--- config.mk ---
export PLATFORM = sky130hd
export DESIGN_NAME = fp_minmax_reduce
export DESIGN_NICKNAME = d
export VERILOG_FILES = /design/src/rtl/fp_minmax_reduce_pkg.sv /design/src/rtl/fp_minmax_reduce_compare.sv /design/src/rtl/fp_minmax_reduce.sv
export SDC_FILE = /design/constraint.sdc
export NUM_CORES = 1
export LEC_CHECK = 0
export BUFFER_PORTS_ARGS = -buffer_cell sky130_fd_sc_hd__buf_2
export CAP_MARGIN = 20
export CORE_MARGIN = 4
export CORE_UTILIZATION = 45
export CTS_BUF_LIST = sky130_fd_sc_hd__clkbuf_8
export DETAILED_ROUTE_END_ITERATION = 8
export GPL_TIMING_DRIVEN = 0
export PLACE_DENSITY = 0.87
export SLEW_MARGIN = 20
export SYNTH_ARGS = -nofsm -noshare
export SYNTH_HDL_FRONTEND = slang
export SYNTH_SLANG_ARGS = --single-unit
--- constraint.sdc ---
create_clock -name clock -period 3.35 [get_ports clock]
set_input_delay 0.335 -clock clock [delete_from_list [all_inputs] [get_ports clock]]
set_output_delay 0.335 -clock clock [all_outputs]
set_load 0.03 [all_outputs]
--- src/rtl/fp_minmax_reduce_pkg.sv ---
// Shared definitions for the FP32 min/max reduction unit.
// Recoded (HardFloat) FP32 layout, 33 bits:
//   [32]    sign
//   [31:23] recoded exponent (9 bits); top three bits 000 = zero, 11x = special
//           (110 = infinity, 111 = NaN)
//   [22:0]  fraction; bit 22 set = quiet NaN
package fp_minmax_reduce_pkg;

    localparam int EXP_WIDTH = 8;
    localparam int SIG_WIDTH = 24;
    localparam int REC_W     = EXP_WIDTH + SIG_WIDTH + 1;

    localparam logic [REC_W-1:0] CANON_NAN_F32 = 33'h0E0400000;

    typedef enum logic [1:0] {
        IDLE  = 2'd0,
        ACCUM = 2'd1,
        DONE  = 2'd2
    } state_e;

    function automatic logic isNaNRec(input logic [REC_W-1:0] x);
        return x[REC_W-2 -: 3] == 3'b111;
    endfunction

    function automatic logic isSigNaNRec(input logic [REC_W-1:0] x);
        return (x[REC_W-2 -: 3] == 3'b111) && !x[SIG_WIDTH-2];
    endfunction

    function automatic logic isZeroRec(input logic [REC_W-1:0] x);
        return x[REC_W-2 -: 3] == 3'b000;
    endfunction

endpackage

--- src/rtl/fp_minmax_reduce_compare.sv ---
// CompareRecFN: combinational comparator for recoded floating-point values.
// Ports:
//   io_a, io_b            recoded operands
//   io_signaling          1 = any NaN operand raises invalid (not just sNaN)
//   io_lt, io_eq, io_gt   ordered relations a<b, a==b, a>b (all 0 when unordered)
//   io_exceptionFlags     {NV,DZ,OF,UF,NX}; only NV is ever produced
module CompareRecFN #(
    parameter int EXP_WIDTH = 8,
    parameter int SIG_WIDTH = 24
) (
    input  logic [EXP_WIDTH+SIG_WIDTH:0] io_a,
    input  logic [EXP_WIDTH+SIG_WIDTH:0] io_b,
    input  logic                         io_signaling,
    output logic                         io_lt,
    output logic                         io_eq,
    output logic                         io_gt,
    output logic [4:0]                   io_exceptionFlags
);

    localparam int W = EXP_WIDTH + SIG_WIDTH + 1;

    logic                 sign_a, sign_b;
    logic [EXP_WIDTH:0]   exp_a, exp_b;
    logic [SIG_WIDTH-2:0] fract_a, fract_b;
    logic                 zero_a, zero_b, spec_a, spec_b;
    logic                 nan_a, nan_b, inf_a, inf_b, snan_a, snan_b;
    logic [SIG_WIDTH-1:0] sig_a, sig_b;
    logic                 ordered, both_infs, both_zeros;
    logic                 eq_exps, lt_mags, eq_mags;
    logic                 ordered_lt, ordered_eq, invalid;

    assign sign_a  = io_a[W-1];
    assign sign_b  = io_b[W-1];
    assign exp_a   = io_a[W-2 -: EXP_WIDTH+1];
    assign exp_b   = io_b[W-2 -: EXP_WIDTH+1];
    assign fract_a = io_a[SIG_WIDTH-2:0];
    assign fract_b = io_b[SIG_WIDTH-2:0];

    assign zero_a = exp_a[EXP_WIDTH -: 3] == 3'b000;
    assign zero_b = exp_b[EXP_WIDTH -: 3] == 3'b000;
    assign spec_a = exp_a[EXP_WIDTH -: 2] == 2'b11;
    assign spec_b = exp_b[EXP_WIDTH -: 2] == 2'b11;
    assign nan_a  = spec_a && exp_a[EXP_WIDTH-2];
    assign nan_b  = spec_b && exp_b[EXP_WIDTH-2];
    assign inf_a  = spec_a && !exp_a[EXP_WIDTH-2];
    assign inf_b  = spec_b && !exp_b[EXP_WIDTH-2];
    assign snan_a = nan_a && !fract_a[SIG_WIDTH-2];
    assign snan_b = nan_b && !fract_b[SIG_WIDTH-2];

    // Hidden bit is explicit so magnitudes compare as {exp, sig}.
    assign sig_a = {!zero_a, fract_a};
    assign sig_b = {!zero_b, fract_b};

    assign ordered    = !nan_a && !nan_b;
    assign both_infs  = inf_a && inf_b;
    assign both_zeros = zero_a && zero_b;

    assign eq_exps = exp_a == exp_b;
    assign lt_mags = (exp_a < exp_b) || (eq_exps && (sig_a < sig_b));
    assign eq_mags = eq_exps && (sig_a == sig_b);

    // Zeros of either sign are equal; infinities of equal sign are equal
    // regardless of the don't-care payload bits.
    assign ordered_lt = !both_zeros &&
                        ((sign_a && !sign_b) ||
                         (!both_infs &&
                          ((sign_a && !lt_mags && !eq_mags) ||
                           (!sign_b && lt_mags))));
    assign ordered_eq = both_zeros ||
                        ((sign_a == sign_b) && (both_infs || eq_mags));

    assign invalid = snan_a || snan_b || (io_signaling && !ordered);

    assign io_lt             = ordered && ordered_lt;
    assign io_eq             = ordered && ordered_eq;
    assign io_gt             = ordered && !ordered_lt && !ordered_eq;
    assign io_exceptionFlags = {invalid, 4'b0000};

endmodule

--- src/rtl/fp_minmax_reduce.sv ---
// fp_minmax_reduce: sequential FP32 min/max reduction over recoded elements.
// Ports:
//   clock, reset                   clock; synchronous active-low reset
//   io_start_*                     start handshake: initial scalar and max/min select
//   io_elem_*                      element stream: data, active mask, last marker
//   io_out_*                       result handshake: recoded result and accrued flags
// Handshake rule: a transfer happens on a rising edge where valid && ready;
// valid holders keep their payload stable until that edge, and ready is a
// pure function of the current FSM state.
module fp_minmax_reduce
    import fp_minmax_reduce_pkg::*;
#(
    parameter int EXP_WIDTH = fp_minmax_reduce_pkg::EXP_WIDTH,
    parameter int SIG_WIDTH = fp_minmax_reduce_pkg::SIG_WIDTH
) (
    input  logic             clock,
    input  logic             reset,
    input  logic             io_start_valid,
    output logic             io_start_ready,
    input  logic [REC_W-1:0] io_start_bits_init,
    input  logic             io_start_bits_isMax,
    input  logic             io_elem_valid,
    output logic             io_elem_ready,
    input  logic [REC_W-1:0] io_elem_bits_data,
    input  logic             io_elem_bits_mask,
    input  logic             io_elem_bits_last,
    output logic             io_out_valid,
    input  logic             io_out_ready,
    output logic [REC_W-1:0] io_out_bits_result,
    output logic [4:0]       io_out_bits_exceptionFlags
);

    localparam logic [REC_W-1:0] POS_ZERO = '0;
    localparam logic [REC_W-1:0] NEG_ZERO = {1'b1, {(REC_W-1){1'b0}}};

    state_e           state_q, state_d;
    logic [REC_W-1:0] acc_q, acc_d;
    logic [4:0]       flags_q, flags_d;
    logic             is_max_q, is_max_d;

    logic             start_fire, elem_fire, out_fire;
    logic             cmp_lt, cmp_eq, cmp_gt;
    logic [4:0]       cmp_flags;
    logic [REC_W-1:0] acc_upd;

    // Accumulator is never an sNaN, so the comparator's invalid flag only
    // reflects a signaling NaN on the incoming element.
    CompareRecFN #(
        .EXP_WIDTH(EXP_WIDTH),
        .SIG_WIDTH(SIG_WIDTH)
    ) u_cmp (
        .io_a              (acc_q),
        .io_b              (io_elem_bits_data),
        .io_signaling      (1'b0),
        .io_lt             (cmp_lt),
        .io_eq             (cmp_eq),
        .io_gt             (cmp_gt),
        .io_exceptionFlags (cmp_flags)
    );

    assign io_start_ready = (state_q == IDLE);
    assign io_elem_ready  = (state_q == ACCUM);
    assign io_out_valid   = (state_q == DONE);

    assign start_fire = io_start_valid && io_start_ready;
    assign elem_fire  = io_elem_valid && io_elem_ready;
    assign out_fire   = io_out_valid && io_out_ready;

    assign io_out_bits_result         = acc_q;
    assign io_out_bits_exceptionFlags = flags_q;

    // Candidate accumulator for an active element. NaN elements never win, so
    // an all-NaN reduction stays at the canonical NaN loaded at start.
    always_comb begin
        acc_upd = acc_q;
        if (isNaNRec(io_elem_bits_data)) begin
            acc_upd = acc_q;
        end else if (isNaNRec(acc_q)) begin
            acc_upd = io_elem_bits_data;
        end else if (cmp_lt) begin
            acc_upd = is_max_q ? io_elem_bits_data : acc_q;
        end else if (cmp_gt) begin
            acc_upd = is_max_q ? acc_q : io_elem_bits_data;
        end else if (cmp_eq && isZeroRec(acc_q) && isZeroRec(io_elem_bits_data) &&
                     (acc_q[REC_W-1] != io_elem_bits_data[REC_W-1])) begin
            // Opposite-signed zeros: max prefers +0, min prefers -0.
            acc_upd = is_max_q ? POS_ZERO : NEG_ZERO;
        end
    end

    always_comb begin
        state_d  = state_q;
        acc_d    = acc_q;
        flags_d  = flags_q;
        is_max_d = is_max_q;
        case (state_q)
            IDLE: begin
                if (start_fire) begin
                    acc_d    = isNaNRec(io_start_bits_init) ? CANON_NAN_F32 : io_start_bits_init;
                    flags_d  = {isSigNaNRec(io_start_bits_init), 4'b0000};
                    is_max_d = io_start_bits_isMax;
                    state_d  = ACCUM;
                end
            end
            ACCUM: begin
                if (elem_fire) begin
                    if (io_elem_bits_mask) begin
                        acc_d   = acc_upd;
                        flags_d = flags_q | cmp_flags;
                    end
                    if (io_elem_bits_last) begin
                        state_d = DONE;
                    end
                end
            end
            DONE: begin
                if (out_fire) begin
                    state_d = IDLE;
                end
            end
            default: begin
                state_d = IDLE;
            end
        endcase
    end

    always_ff @(posedge clock) begin
        if (!reset) begin
            state_q  <= IDLE;
            acc_q    <= '0;
            flags_q  <= '0;
            is_max_q <= 1'b0;
        end else begin
            state_q  <= state_d;
            acc_q    <= acc_d;
            flags_q  <= flags_d;
            is_max_q <= is_max_d;
        end
    end

endmodule

* After elaboration in Yosys (flattened, before gate mapping) *
Index checks and enable logic that the tools add are counted.

storage, ports and cells
  flip-flop bits (word level) = 41
  input port bits = 74
  output and inout bits = 41
  logic and storage cells = 108

cells by class
  $lt $le $gt $ge = 2
  equal/unequal tests = 20
  mux-type cells = 22
  bitwise operators = 1
  reductions and logical operators = 59

operator list
  operator                                                         count
  33-bit two-way mux                                               12
  33-bit case mux with 2 select lines                              1
  1-bit logical AND                                                29
  24-bit == test                                                   1
  24-bit < comparator                                              1
  1-bit zero test                                                  16
  5-bit two-way mux                                                3
  2-bit by 1-bit != test with 1-bit output, second input constant  5
  5-bit case mux with 2 select lines                               1
  3-bit == test, second input constant                             3
  9-bit == test                                                    1
  9-bit < comparator                                               1
  2-bit two-way mux                                                4
  4-bit AND reduction                                              2
  8-bit AND reduction                                              1
  2-bit == test, second input constant                             3
  3-bit zero test                                                  2
  1-bit logical OR                                                 6
  2-bit case mux with 3 select lines                               1
  5-bit by 1-bit != test with 1-bit output, second input constant  1
  5-bit by 4-bit != test with 1-bit output, second input constant  1
  5-bit bitwise OR                                                 1
  4-bit by 3-bit != test with 1-bit output, second input constant  1
  2-bit by 1-bit == test with 1-bit output, second input constant  1
  6 further kinds                                                  6

* Logic depth before layout (Yosys ltp) *
Gate-level depths: netlist of run 1.

  word-level depth = 22
  mapped depth = 13
  gate-level depth less buffers = 11

* Cells and area by module *
Synthesis of run 1 repeated with hierarchy kept, for this count alone.

unflattened totals
  cell total of the unflattened synthesis = 365
  area total of the unflattened synthesis = 3032.9 um^2

by module, submodules not included
  module            times used  cells an instance  area an instance (um^2)  sequential area each (um^2)
  fp_minmax_reduce  1           217                1915.6                   820.8
  CompareRecFN      1           148                1117.3                   0.0

* Least setup slack after synthesis of run 1 *
OpenSTA, ideal clock, no wires.

  path kind = reg-to-reg
  start = reg acc_q[30], in the netlist io_out_bits_result[30]
  end = reg acc_q[10], in the netlist io_out_bits_result[10]
  setup time = 0.132 ns
  arrival = 3.234 ns
  required time = 3.218 ns
  setup slack = -0.016 ns
  cell stages (with the launch flop) = 13
  buffers on the path = 1
  clock period less this slack = 3.366 ns
  path through = dfxtp_1 > nor3_1 > ha_1 > nand4b_1 > or4_4 > nor4_4 > o21ai_1 > or3_1 > o21ba_4 > a21oi_4 > buf_6 > a221oi_2 > nor3_1

on the way
  word-level cells in the longest chain between the ends = 22
  elaborated cells on any way between the ends = 51
  classes of those cells = order compare (2); eq/ne (7); mux (7); reduce/logical (35)

RTL lines
  item                                 line                                                        source
  from (decl)                          fp_minmax_reduce.sv:37                                      logic [REC_W-1:0] acc_q, acc_d;
  from (signal assigned)               fp_minmax_reduce.sv:130                                     acc_q <= '0;
  from (signal assigned)               fp_minmax_reduce.sv:135                                     acc_q <= acc_d;
  3-bit zero test                      fp_minmax_reduce_pkg.sv:30, fp_minmax_reduce_compare.sv:39
  1-bit zero test                      fp_minmax_reduce_compare.sv:51                              assign sig_a = {!zero_a, fract_a};
  24-bit < comparator                  fp_minmax_reduce_compare.sv:59                              assign lt_mags = (exp_a < exp_b) || (eq_exps && (sig_a < sig_b));
  1-bit logical AND                    fp_minmax_reduce_compare.sv:59
  1-bit logical OR                     fp_minmax_reduce_compare.sv:59
  1-bit zero test                      fp_minmax_reduce_compare.sv:67                              ((sign_a && !lt_mags && !eq_mags) ||
  1-bit logical AND (2 in series)      fp_minmax_reduce_compare.sv:67
  1-bit logical OR                     fp_minmax_reduce_compare.sv:67
  (+4 left out)                        -
  1-bit logical AND (2 in series)      fp_minmax_reduce_compare.sv:76                              assign io_gt = ordered && !ordered_lt && !ordered_eq;
  33-bit two-way mux                   fp_minmax_reduce.sv:82                                      end else if (cmp_gt) begin
  33-bit two-way mux                   fp_minmax_reduce.sv:80                                      end else if (cmp_lt) begin
  33-bit two-way mux                   fp_minmax_reduce.sv:78                                      end else if (isNaNRec(acc_q)) begin
  33-bit two-way mux                   fp_minmax_reduce.sv:76                                      if (isNaNRec(io_elem_bits_data)) begin
  33-bit two-way mux                   fp_minmax_reduce.sv:107                                     if (io_elem_bits_mask) begin
  33-bit two-way mux                   fp_minmax_reduce.sv:106                                     if (elem_fire) begin
  33-bit case mux with 2 select lines  fp_minmax_reduce.sv:96                                      case (state_q)

Several ways; a longest one is shown, not always the timed one. The select of a mux whose other input is x is not followed.
A chain may end at the register's enable or synchronous reset.

* Worst setup path in the final report of run 1 *
  start = reg acc_q[30], in the netlist io_out_bits_result[30]
  end = reg acc_q[23], in the netlist io_out_bits_result[23]

Same word-level chain as after synthesis.

==> flow_summary.toml, run 1 <==
[status]
status = "complete, no violations"

[sta]
hold_slack_ns = 0.2915
setup_viol = 0
finalHoldViolCount = 0
finClkSkew_ns = 0.006014
fmax_ghz = 0.3093
fin_setup_tns_ns = 0
slew_violations = 0
relSlewSlack_pct = 45.48
finalWorstSetupSlack_ns = 0.1169
rsz0062_at_grt = "true"
finalCritPeriodShare_pct = 96.51
tightestPinTransition_ns = 0.8178
layout_min_cycle_time_ns = 3.233

[routing]
drt-initial-drc-count = 91
wire_per_inst_um = 16.33
ant_nets = 0
vias = 3162
wl_um = 8886
dr.pass1.iters = 4
via_per_inst = 5.813
post-route-drc-count = 0

[placed_design]
gp_congestion = 0.9320
port_buffers = 110
place_ws_ns = -0.3951
dp_hpwl_um = 6852
dpl-instance-area_um2 = 3595

[grt]
grt_usage_pct = 21.64
grt_start_max_net_pins = 11
grtUsageMet3_pct = 3.724
antenna_found_initial = 0
first_global_vias = 3104
busiest_layer = "met2"
gr-total-overflow = 0
grt_use_met1_pct = 25.28
grtUsageMet2_pct = 40.35
grt_pass1_wl_um = 13600

[logic_synthesis]
avgSynthCellArea_um2 = 8.597
synthesis.area_um2 = 2932
yosysSeqAreaShare_pct = 25.27
yosysUniqueCellTypes = 48
yosysTopAreaCell = "dfxtp_1"
ys_warn_count = 0
synth_top_area_share_pct = 25.27
synthFlopType = "dfxtp_1"
ys_async_sr_fraction_pct = 0
synth_seq_cells = 37
yosysMostFrequentCell = "a21oi_1"
synth_edf_count = 0
synthCells = 341
synthTopCellsByCount = "a21oi_1, inv_1, dfxtp_1, ha_1, nor3_1"
synth.area.top_cells = "dfxtp_1, ha_1, a221oi_2"

[power]
p_per_area_nw_per_um2 = 410.6
p_leak_uw = 0.001867
ir_drop_v = 0.0002473

[clocking]
cts-htree-levels = 2
path_clk_slew_ns = 0.07
clockBufferDepth = 2
cts_sinks = 37
cts_tree = "done"
cts_root_buf = "clkbuf_8"
worstSkewPairLatency_ns = 0.29
ctsHoldBuffers = 0
numCtsBuffers = 5

[floorplanning]
core_um2 = 6350
start_util_pct = 46.17
rows = 29
fp.dieH_um = 88.71
die-area_um2 = 7869
ios = 115
die_x_um = 88.71

[setup_path]
rr_worst_depth = 11
path_class = "flop to flop"
cp_cell_sequence = "nor3_4 -> ha_1 -> nand4b_1 -> or4_4 -> a21oi_1 -> o211ai_1 -> o22a_1 -> o211ai_1 -> buf_4 -> a221oi_1 -> a211oi_1"
reg2reg_from = "io_out_bits_result[30]$_SDFFE_PN0P_"
crit_path_end_kind = "flop"
cpPeakStageDelay_ns = 0.47
crit_fanout = 10
r2r_setup_slack_ns = 0.12
required_ns = 3.54
crit_path_top_delay_cell = "or4_4"
r2r-end = "io_out_bits_result[23]$_SDFFE_PN0P_"
start_kind = "flop"
cpMostUsedCell = "o211ai_1"
arrival_ns = 3.42

[finish]
nNetsFinal = 576
num_antenna_cells = 0
syn2layout_area_growth_pct = 29.62
multi_input_area_um2 = 1961
drive_gt1_share_pct = 38.33
stdcell_area_um2 = 3800
fillers = 572
seqCellArea_um2 = 747.0

[hold_path]
hp-class = "primary input to flop"
holdPathEnd = "io_out_bits_result[32]$_SDFFE_PN0P_"
hp-start = "reset"
hold_path_depth = 2

[flow_run]
cap_violations = 0
[worst max-delay path, delay by kind of cell (launching register included)]
kind / cells / cell delay (ns)
flops: 1 / 0.37
compound gates: 6 / 1.29
fa+ha+maj: 1 / 0.27
simple gates: 3 / 0.91
buf+inv: 1 / 0.27
[layer usage]
metal | share of wire, % | routed length, um
met4 | 1.3 | 118
met2 | 51 | 4552
met5 | 0 | 0
met1 | 42 | 3734
met3 | 5.4 | 481
[power by group]
group          switching [uW]  internal (uW)
logic                     430            261
clock network             157            160
registers                53.6            497
[stage by stage]
step / utilization, % / total power, uW / instances
6_report: 59.84 / 1560 / 544
5_1_grt: 59.84 / 1666 / 544
4_1_cts: 58.13 / 1544 / 538
3_5_place_dp: 56.61 / 1220 / 531
3_3_place_gp: 56.61 / 1199 / 531
2_1_floorplan: - / 1006 / 344
[state kept, by name, summed over array words and instances (netlist names)]
name	count
io_out_bits_result	33
state_q	2
io_out_bits_exceptionFlags	1
is_max_q	1
[layout make-up]
cell class,count,area share [%]
timing repair buffer,117,15.87
sequential,37,19.66
inverter,42,4.149
tap,77,2.535
multi-input combinational,242,51.60
clock inverter,1,0.09878
buffer,22,3.918
clock buffer,6,2.173
[worst max path at each step]
| stage | endpoint | startpoint | slack, ns | depth (start not counted) |
|---|---|---|---|---|
| final | io_out_bits_result[23]$_SDFFE_PN0P_ | io_out_bits_result[30]$_SDFFE_PN0P_ | 0.12 | 11 |
| after detailed placement | io_out_bits_result[24]$_SDFFE_PN0P_ | io_elem_bits_data[29] | -0.40 | 13 |
| after global placement | io_out_bits_result[16]$_SDFFE_PN0P_ | io_elem_bits_data[29] | -0.32 | 13 |
| after global routing | io_out_bits_result[23]$_SDFFE_PN0P_ | io_out_bits_result[30]$_SDFFE_PN0P_ | -0.06 | 11 |
| after floorplan | io_out_bits_result[10]$_SDFFE_PN0P_ | io_out_bits_result[30]$_SDFFE_PN0P_ | 0.03 | 12 |
| after CTS | io_out_bits_result[4]$_SDFFE_PN0P_ | io_out_bits_result[30]$_SDFFE_PN0P_ | 0.05 | 12 |
[cell families (layout without fill, tap and decap cells)]
logic type      count (synthesis)  count (layout)  share of synthesized area, %
fa+ha+maj                      35              35                         14.94
simple gates                   89              89                         16.52
buf+inv                        65             188                         9.773
flops                          37              37                         25.27
compound gates                114             114                         33.38
other cells                     1               4                        0.1279
[cell usage in the layout (no fill, tap or decap), types with 3 or more instances in the layout]
cell | netlist | routed
nand3_1 | 8 | 8
clkbuf_1 | 12 | 8
inv_1 | 40 | 41
nand4_1 | 6 | 6
clkbuf_8 | 0 | 6
or3_1 | 3 | 3
o21ai_0 | 8 | 8
nor2_1 | 9 | 9
a31oi_1 | 3 | 3
a221oi_2 | 29 | 27
dfxtp_1 | 37 | 34
buf_2 | 4 | 112
nand2_1 | 14 | 14
a21oi_1 | 41 | 41
conb_1 | 1 | 4
a211oi_1 | 9 | 9
ha_1 | 35 | 35
buf_4 | 4 | 13
nor3_1 | 33 | 30
nand4b_1 | 5 | 5
o211ai_1 | 3 | 3
[repair_timing]
item,CTS,global route
gates resized for setup,4,16
setup endpoints to repair,32,33
pin swaps,1,4
setup buffers,1,6
Power figures use the tool's default switching activity.
==> run 2, diff against run 1 <==
- ABC_AREA: unset -> 1
- PLACE_DENSITY: 0.87 -> 0.85
==> run 2 against run 1 <==
Compared with the run above: sequential share of layout area shrank 1.3 points; die area grew 9.7%; power grew 41%; critical path type unchanged; combinational power grew 68%; utilization shrank 1.4 points; first-iteration DRC count grew 54%.
==> flow_summary.toml, run 2 <==
[floorplanning]
ios = 115
die-area_um2 = 8632
die_x_um = 92.91
start_util_pct = 46.97
core_um2 = 6907
fp.dieH_um = 92.91
rows = 30

[routing]
drt-initial-drc-count = 140
via_per_inst = 4.847
vias = 3747
post-route-drc-count = 0
ant_nets = 0
dr.pass1.iters = 4
wl_um = 9423
wire_per_inst_um = 12.19

[sta]
layout_min_cycle_time_ns = 2.921
rsz0062_at_grt = "false"
setup_viol = 0
finClkSkew_ns = 0.01110
relSlewSlack_pct = 62.12
tightestPinTransition_ns = 0.5682
finalCritPeriodShare_pct = 87.19
finalHoldViolCount = 0
fin_setup_tns_ns = 0
fmax_ghz = 0.3424
slew_violations = 0

[logic_synthesis]
ys_warn_count = 0
yosysMostFrequentCell = "nand2_1"
synthFlopType = "dfxtp_1"
synth_edf_count = 0
synthesis.area_um2 = 3244
avgSynthCellArea_um2 = 5.825
yosysSeqAreaShare_pct = 22.83
synthTopCellsByCount = "nand2_1, inv_1, nor2_1, nand3_1, dfxtp_1"
synth.area.top_cells = "dfxtp_1, nand2_1, ha_1"
ys_async_sr_fraction_pct = 0
yosysUniqueCellTypes = 26
synth_seq_cells = 37
synthCells = 557
yosysTopAreaCell = "dfxtp_1"
synth_top_area_share_pct = 22.83

[placed_design]
port_buffers = 109
dp_hpwl_um = 7447
gp_congestion = 0.9235

[flow_run]
cap_violations = 0

[clocking]
cts_setup_buffers = 0
cts_sinks = 37
cts_root_buf = "clkbuf_8"
worstSkewPairLatency_ns = 0.30
post_cts_resized = 0
numCtsBuffers = 5
cts-htree-levels = 2
path_clk_slew_ns = 0.08
clockBufferDepth = 2
cts_tree = "done"
ctsHoldBuffers = 0

[finish]
drive_gt1_share_pct = 20.83
syn2layout_area_growth_pct = 24.45
largest_reg_flops = 33
final_util_pct = 58.46
num_antenna_cells = 0
mostFrequentLayoutCells = "nand2_1, buf_2, inv_1"
final_common_cell = "nand2_1"
nNetsFinal = 785

[setup_path]
crit_path_end_kind = "flop"
arrival_ns = 3.11
crit_fanout = 10
required_ns = 3.53
path_class = "flop to flop"
start_kind = "flop"
rr_worst_depth = 20

[grt]
grt_usage_pct = 21.90
antenna_found_initial = 0
grt_pass1_wl_um = 15530
first_global_vias = 3617
grt_start_max_net_pins = 12
gr-total-overflow = 0

[power]
p_leak_uw = 0.002485
ir_drop_v = 0.0003340
p_per_area_nw_per_um2 = 543.8

[status]
status = "complete, no violations"

[hold_path]
hold_path_depth = 4
hp-class = "primary input to flop"
run 2: changes by cell type after synthesis, sizes merged, moves of 4 or more:
cell / delta
nand2: +144
a221oi: -31
nor2: +84
a21oi: -26
buf: +6
nor3: -28
nand4b: -5
nand3: +66
nand4: -4
a211oi: -8
inv: +51
run 2: path summary, 6_finish.rpt:
| path | from | end | slack (ns) |
|---|---|---|---|
| worst max register to register | io_out_bits_result[29]$_SDFFE_PN0P_ | io_out_bits_result[2]$_SDFFE_PN0P_ | 0.43 |
| worst max-delay path | io_out_bits_result[29]$_SDFFE_PN0P_ | io_out_bits_result[2]$_SDFFE_PN0P_ | 0.43 |
| worst min register to register | io_out_bits_exceptionFlags[4]$_SDFFE_PN0P_ | io_out_bits_exceptionFlags[4]$_SDFFE_PN0P_ | 0.51 |
| worst min-delay path | io_out_ready | state_q[1]$_SDFFE_PN0P_ | 0.29 |
run 2: cells by family after synthesis:
| logic type | after synthesis | share of synthesized area, % |
|---|---|---|
| other cells | 1 | 0.1156 |
| simple gates | 332 | 42.38 |
| flops | 37 | 22.83 |
| buf+inv | 121 | 15.77 |
| compound gates | 31 | 5.400 |
| fa+ha+maj | 35 | 13.50 |
run 2: stage by stage:
step	setup WS, ns	power [uW]	hold WS, ns	instances	instance area, um^2
6_report	0.4292	2196	0.2944	773	4038
2_1_floorplan	0.7427	1459	0.4578	560	3256
5_1_grt	0.1358	2385	0.2885	773	4038
4_1_cts	0.4112	2203	0.2867	773	4038
3_5_place_dp	0.3520	1787	0.5013	765	3921
3_3_place_gp	0.4013	1751	0.4733	765	3921
run 2: worst max-delay path, stage by stage (launching register included):
cell,delay (ns)
dfxtp_1,0.37
nor3_1,0.35
ha_1,0.30
inv_2,0.06
nand2_1,0.08
nor2_2,0.13
nand3_1,0.14
nor2_2,0.13
nand2_1,0.06
nand3_1,0.09
nand2_1,0.06
nand2_1,0.08
nand3_2,0.08
nand2_1,0.09
nand2_1,0.08
nand4_1,0.13
nand2_1,0.09
buf_6,0.15
buf_4,0.17
nor2_1,0.12
nor2_1,0.06
run 2: area by class of cell:
type                       count  area [um^2]
buffer                        29        166.4
clock buffer                   6        82.58
clock inverter                 2        33.78
fill                         714         2869
inverter                      92        345.3
multi-input combinational    402         2003
sequential                    37        740.7
tap                           96        120.1
timing repair buffer         109        545.5
run 2: per-layer routing:
layer  GRT usage (%)  part of all wire [%]  vias to the layer above
li1                -                     -                     1942
met1           26.60                    44                     1648
met2           38.69                    46                      134
met3           3.493                   7.6                       23
met4           7.937                   2.5                        0
met5               0                     0                        -
run 2: power breakdown:
group / internal, uW / switching (uW) / total [uW]
clock: 240 / 176 / 416
combinational: 396 / 763 / 1160
sequential: 536 / 85.1 / 621
